**config.mk**
```make
export PLATFORM = sky130hd
export DESIGN_NAME = ifetch_seq
export DESIGN_NICKNAME = d
export VERILOG_FILES = /design/src/rtl/ifetch_pkg.sv /design/src/rtl/edge_rise.sv /design/src/rtl/ifetch_seq.sv
export SDC_FILE = /design/constraint.sdc
export NUM_CORES = 1
export LEC_CHECK = 0
export ABC_AREA = 1
export CORE_ASPECT_RATIO = 2
export CORE_MARGIN = 2
export CORE_UTILIZATION = 45
export CTS_CLUSTER_SIZE = 12
export DETAILED_ROUTE_END_ITERATION = 12
export GPL_TIMING_DRIVEN = 0
export PLACE_DENSITY_LB_ADDON = 0.3
export SLEW_MARGIN = 20
export SYNTH_ARGS = -nofsm -noshare
export SYNTH_HDL_FRONTEND = slang
export SYNTH_SLANG_ARGS = --single-unit
```
**constraint.sdc**
```tcl
create_clock -name CLK -period 2.3 [get_ports CLK]
set_input_delay 0.345 -clock CLK [delete_from_list [all_inputs] [get_ports CLK]]
set_output_delay 0.345 -clock CLK [all_outputs]
set_load 0.02 [all_outputs]
```
**src/rtl/ifetch_pkg.sv**
```systemverilog
// Shared types and defaults for the instruction-fetch sequencer.
package ifetch_pkg;

  localparam int unsigned INS_W  = 21;
  localparam int unsigned ADDR_W = 8;
  localparam int unsigned CNT_W  = 16;

  typedef enum logic [1:0] {
    StBoot  = 2'b00,
    StRun   = 2'b01,
    StPause = 2'b10,
    StHalt  = 2'b11
  } ifetch_state_t;

  localparam logic [INS_W-1:0] HALT_WORD = '0;

endpackage

```
**src/rtl/edge_rise.sv**
```systemverilog
// Registered 0->1 detector: rise_o is high in the cycle d_i is 1 after a cycle at 0.
module edge_rise (
  input  logic clk_i,
  input  logic rst_ni,
  input  logic d_i,
  output logic rise_o
);

  logic d_q;

  always_ff @(posedge clk_i or negedge rst_ni) begin
    if (!rst_ni) begin
      d_q <= 1'b0;
    end else begin
      d_q <= d_i;
    end
  end

  assign rise_o = d_i & ~d_q;

endmodule

```
**src/rtl/ifetch_seq.sv**
```systemverilog
// Instruction-fetch sequencer: boots from word 0, gates core execution (run/pause/step/halt)
// and counts retired instructions.
module ifetch_seq
  import ifetch_pkg::*;
#(
  parameter int unsigned INS_W  = ifetch_pkg::INS_W,
  parameter int unsigned ADDR_W = ifetch_pkg::ADDR_W,
  parameter int unsigned CNT_W  = ifetch_pkg::CNT_W
) (
  input  logic              CLK,
  input  logic              reset,
  input  logic [ADDR_W-1:0] addr_cpu,
  input  logic [INS_W-1:0]  rom_data,
  input  logic              run,
  input  logic              step,
  output logic [ADDR_W-1:0] rom_addr,
  output logic [INS_W-1:0]  ins,
  output logic              core_en,
  output logic              halted,
  output logic [CNT_W-1:0]  retired
);

  ifetch_state_t    state_q, state_d;
  logic [INS_W-1:0] ins_q, ins_d;
  logic             ins_valid_q, ins_valid_d;
  logic [CNT_W-1:0] retired_q, retired_d;
  logic             step_rise;
  logic             is_halt;

  edge_rise u_step_rise (
    .clk_i  (CLK),
    .rst_ni (reset),
    .d_i    (step),
    .rise_o (step_rise)
  );

  // ins_valid keeps the all-zero reset value of ins from looking like a halt word.
  assign is_halt = ins_valid_q && (ins_q == INS_W'(HALT_WORD));

  always_comb begin
    state_d     = state_q;
    ins_d       = ins_q;
    ins_valid_d = ins_valid_q;
    retired_d   = retired_q;
    core_en     = 1'b0;
    halted      = 1'b0;
    rom_addr    = addr_cpu;

    unique case (state_q)
      StBoot: begin
        rom_addr    = '0;
        ins_d       = rom_data;
        ins_valid_d = 1'b1;
        state_d     = run ? StRun : StPause;
      end
      StRun: begin
        core_en = ~is_halt;
        if (is_halt) begin
          state_d = StHalt;
        end else if (!run) begin
          state_d = StPause;
        end
      end
      StPause: begin
        // run wins over a coincident step edge: no commit in the transition cycle.
        core_en = ~run & step_rise & ~is_halt;
        if (is_halt) begin
          state_d = StHalt;
        end else if (run) begin
          state_d = StRun;
        end
      end
      StHalt: begin
        halted = 1'b1;
      end
      default: begin
        state_d = StBoot;
      end
    endcase

    if (core_en) begin
      ins_d = rom_data;
      if (retired_q != {CNT_W{1'b1}}) begin
        retired_d = retired_q + CNT_W'(1);
      end
    end
  end

  always_ff @(posedge CLK or negedge reset) begin
    if (!reset) begin
      state_q     <= StBoot;
      ins_q       <= '0;
      ins_valid_q <= 1'b0;
      retired_q   <= '0;
    end else begin
      state_q     <= state_d;
      ins_q       <= ins_d;
      ins_valid_q <= ins_valid_d;
      retired_q   <= retired_d;
    end
  end

  assign ins     = ins_q;
  assign retired = retired_q;

endmodule

```
==> out/qor.csv, run 1 <==
metric,value,unit
r2r-start,state_q[1],
insertion_delay,0.29,ns
ys_types,24,
drive_gt1_share,8.02,%
synth_top_cell_by_area,dfrtp_1,
period_needed,2.17,ns
clock_skew,0.00593,ns
syn_inst,307,
cts_buffer_depth,2,
num_io_pins,80,
seq_area_frac_synth,44.2,%
avgSynthCellArea,7.56,sq um
drc,0,
hp-class,flip-flop to flip-flop,
min_from,ins_valid_q,
final_common_cell,nand2_1,
num-nets-final,436,
synth_nets,345,
maxCapViolCount,0,
die-area,5780,sq um
outcome,"finished, final reports clean",
final_cell_mix,"nand2_1 (107), clkdlybuf4s50_1 (69), dfrtp_1 (41)",
fp-row-count,37,
cts_made_buffers,5,
clk_pin_slew_worst_paths,0.08,ns
vias,2368,
p_comb_share,57.1,%
cp.required,1.96,ns
portBuffers,79,
power-per-cell-area,1240,nW/um^2
sw_frac_of_total,44.3,%
tightest_slew,0.482,ns
start_kind,flip-flop,
gp_congestion,0.885,
rrSetupSlack,0.20,ns
diodes,0,
core_area,5050,sq um
grt_max_degree,32,
setup_viol,0,
synth_area_leaders,"dfrtp_1 (44%), nand2_1 (17%), nand3_1 (7.1%), nor2_1 (5.7%), nand4_1 (4.9%)",
rsz0062_at_grt,false,
nFillCells,428,
synth-warning-count,0,
p_sw,1.85,mW
netlist_area,2320,sq um
fin_util,66.9,%
start_util,46.0,%
cts_root_buf,clkbuf_8,
seq_power_share,28.3,%
die_h,106,microns
drtIter0Drc,62,
slew_headroom,67.9,%
crit_path_max_fanout,10,
max_freq,460,MHz
power.total,4.18,mW
power.internal,2.33,mW
groute.usage.overall,22.3,%
dp_hpwl,4.39,mm
dieWidth,54.8,microns
clockPowerShare,14.6,%
end_kind,output port,
vdd_drop_max,0.973,mV
wirelength,5.95,mm
fin_crit_sh,94.5,%
startpoint,state_q[0],
wl_per_cell,13.0,microns
cp.arrival,1.83,ns
cts_tree,yes,
grt.overflow.total,0,
synth_top_area_share,44.2,%
viasPerCell,5.18,
ant_nets,0,
maxSlewViolCount,0,
grt_pass1_wl,9.97,mm
final_hold_viol_count,0,
grt_pass1_vias,2333,
h-tree-depth,2,
firstDrtPassIters,4,
area_growth,45.6,%
antenna_found_initial,0,
clock_sinks,41,
tns,0,ns
crit_type,flip-flop to output port,
p_leak,1.76,nW
synth.ff_latch_count,41,
metrics by stage:
| step | setup WS (ns) | cells | instance area, sq um | hold WS [ns] |
|---|---|---|---|---|
| CTS | 0.0390 | 455 | 3330 | 0.456 |
| detailed placement | -0.175 | 445 | 3200 | 0.238 |
| floorplan | 0.533 | 307 | 2320 | 0.0494 |
| finish | 0.126 | 457 | 3380 | 0.454 |
| global placement | -0.184 | 444 | 3180 | 0.428 |
| global route | 0.00468 | 457 | 3380 | 0.476 |
power by group through the flow:
stage / combinational (mW) / sequential, mW / clock [mW]
3_5_place_dp: 2.37 / 1.20 / 0
4_1_cts: 2.39 / 1.18 / 0.623
3_3_place_gp: 2.30 / 1.19 / 0
5_1_grt: 2.63 / 1.22 / 0.647
6_report: 2.39 / 1.19 / 0.611
2_1_floorplan: 1.20 / 1.43 / 0
path summary, 6_finish.rpt:
path / endpoint / depth (start not counted)
worst min register to register: ins_valid_q / 2
worst max-delay path: core_en / 10
worst min-delay path: ins_valid_q / 2
min in group asynchronous: ins[6] / 2
max in group asynchronous: retired[7] / 3
worst max register to register: retired[7] / 6
state kept, by name (all words and copies together) (netlist names):
register,flops
u_step_rise.d_q,1
ins_valid_q,1
retired,16
state_q,2
ins,21
cell families after synthesis:
group	count (synthesis)	share of synthesized area (%)
xor gates and xnor gates	10	3.78
DFF	41	44.2
AOI/OAI and AO/OA	4	0.863
and+or+nand+nor	206	39.9
adders and majority gates	5	2.70
buffers and inverters	41	8.52
synth_stat cells:
cell type and instances:
nand2_1 107, dfrtp_1 41, nor2_1 35, nand3_1 33, inv_1 28, nand4_1 18, xnor2_1 7, clkbuf_1 5
ha_1 5, nand2_2 4, o21ai_0 4, buf_6 3, xor2_1 3, buf_2 2, buf_4 2, nand3_2 2
buf_8 1, nand3_4 1, nand4_4 1, nor2_2 1, nor3_1 1, nor3b_1 1, or2_0 1, or2_2 1
critical path, stage by stage (launching register included):
cell	delay (ns)
dfrtp_1	0.39
inv_1	0.08
ha_1	0.17
inv_1	0.08
nor3b_1	0.18
nand3_1	0.11
nand2_2	0.11
nand2_4	0.08
buf_6	0.15
inv_1	0.05
buf_4	0.13
layer usage:
| metal | up-vias | global-route usage [%] | part of all wire (%) | routed length (microns) |
|---|---|---|---|---|
| li1 | 1154 | - | - | - |
| met1 | 1111 | 30.9 | 42 | 2490 |
| met2 | 94 | 34.4 | 50 | 2950 |
| met3 | 9 | 3.54 | 7.1 | 423 |
| met4 | 0 | 7.68 | 1.6 | 93 |
| met5 | - | 0 | 0 | 0 |
layout make-up:
cell class              count  area, sq um  area share (%)
flip-flops and latches     41         1030            30.4
multi-input cells         225         1100            32.6
inverters                  28          105            3.11
repair buffers             84          856            25.3
clock inverters             2         37.5            1.11
clock buffers               6         82.6            2.45
well taps                  58         72.6            2.15
plain buffers              13         96.3            2.85
what timing repair did:
item,in CTS,in global routing
hold endpoints to repair,10,0
pin swaps,0,1
hold buffers,1,0
buffers inserted,1,2
endpoints found under the setup margin,1,9
gates resized for setup,4,11
Note: power is estimated with default switching activity, not from simulation.
==> run 2: changes to the inputs <==
--- a/config.mk
+++ b/config.mk
@@ -6,6 +6,7 @@
 export NUM_CORES = 1
 export LEC_CHECK = 0
 export ABC_AREA = 1
+export CAP_MARGIN = 10
 export CORE_ASPECT_RATIO = 2
 export CORE_MARGIN = 2
 export CORE_UTILIZATION = 45
@@ -17,3 +18,4 @@
 export SYNTH_ARGS = -nofsm -noshare
 export SYNTH_HDL_FRONTEND = slang
 export SYNTH_SLANG_ARGS = --single-unit
+export TNS_END_PERCENT = 100
==> results of run 2 <==
Final layout, timing and power as in run 1 (identical DEF).
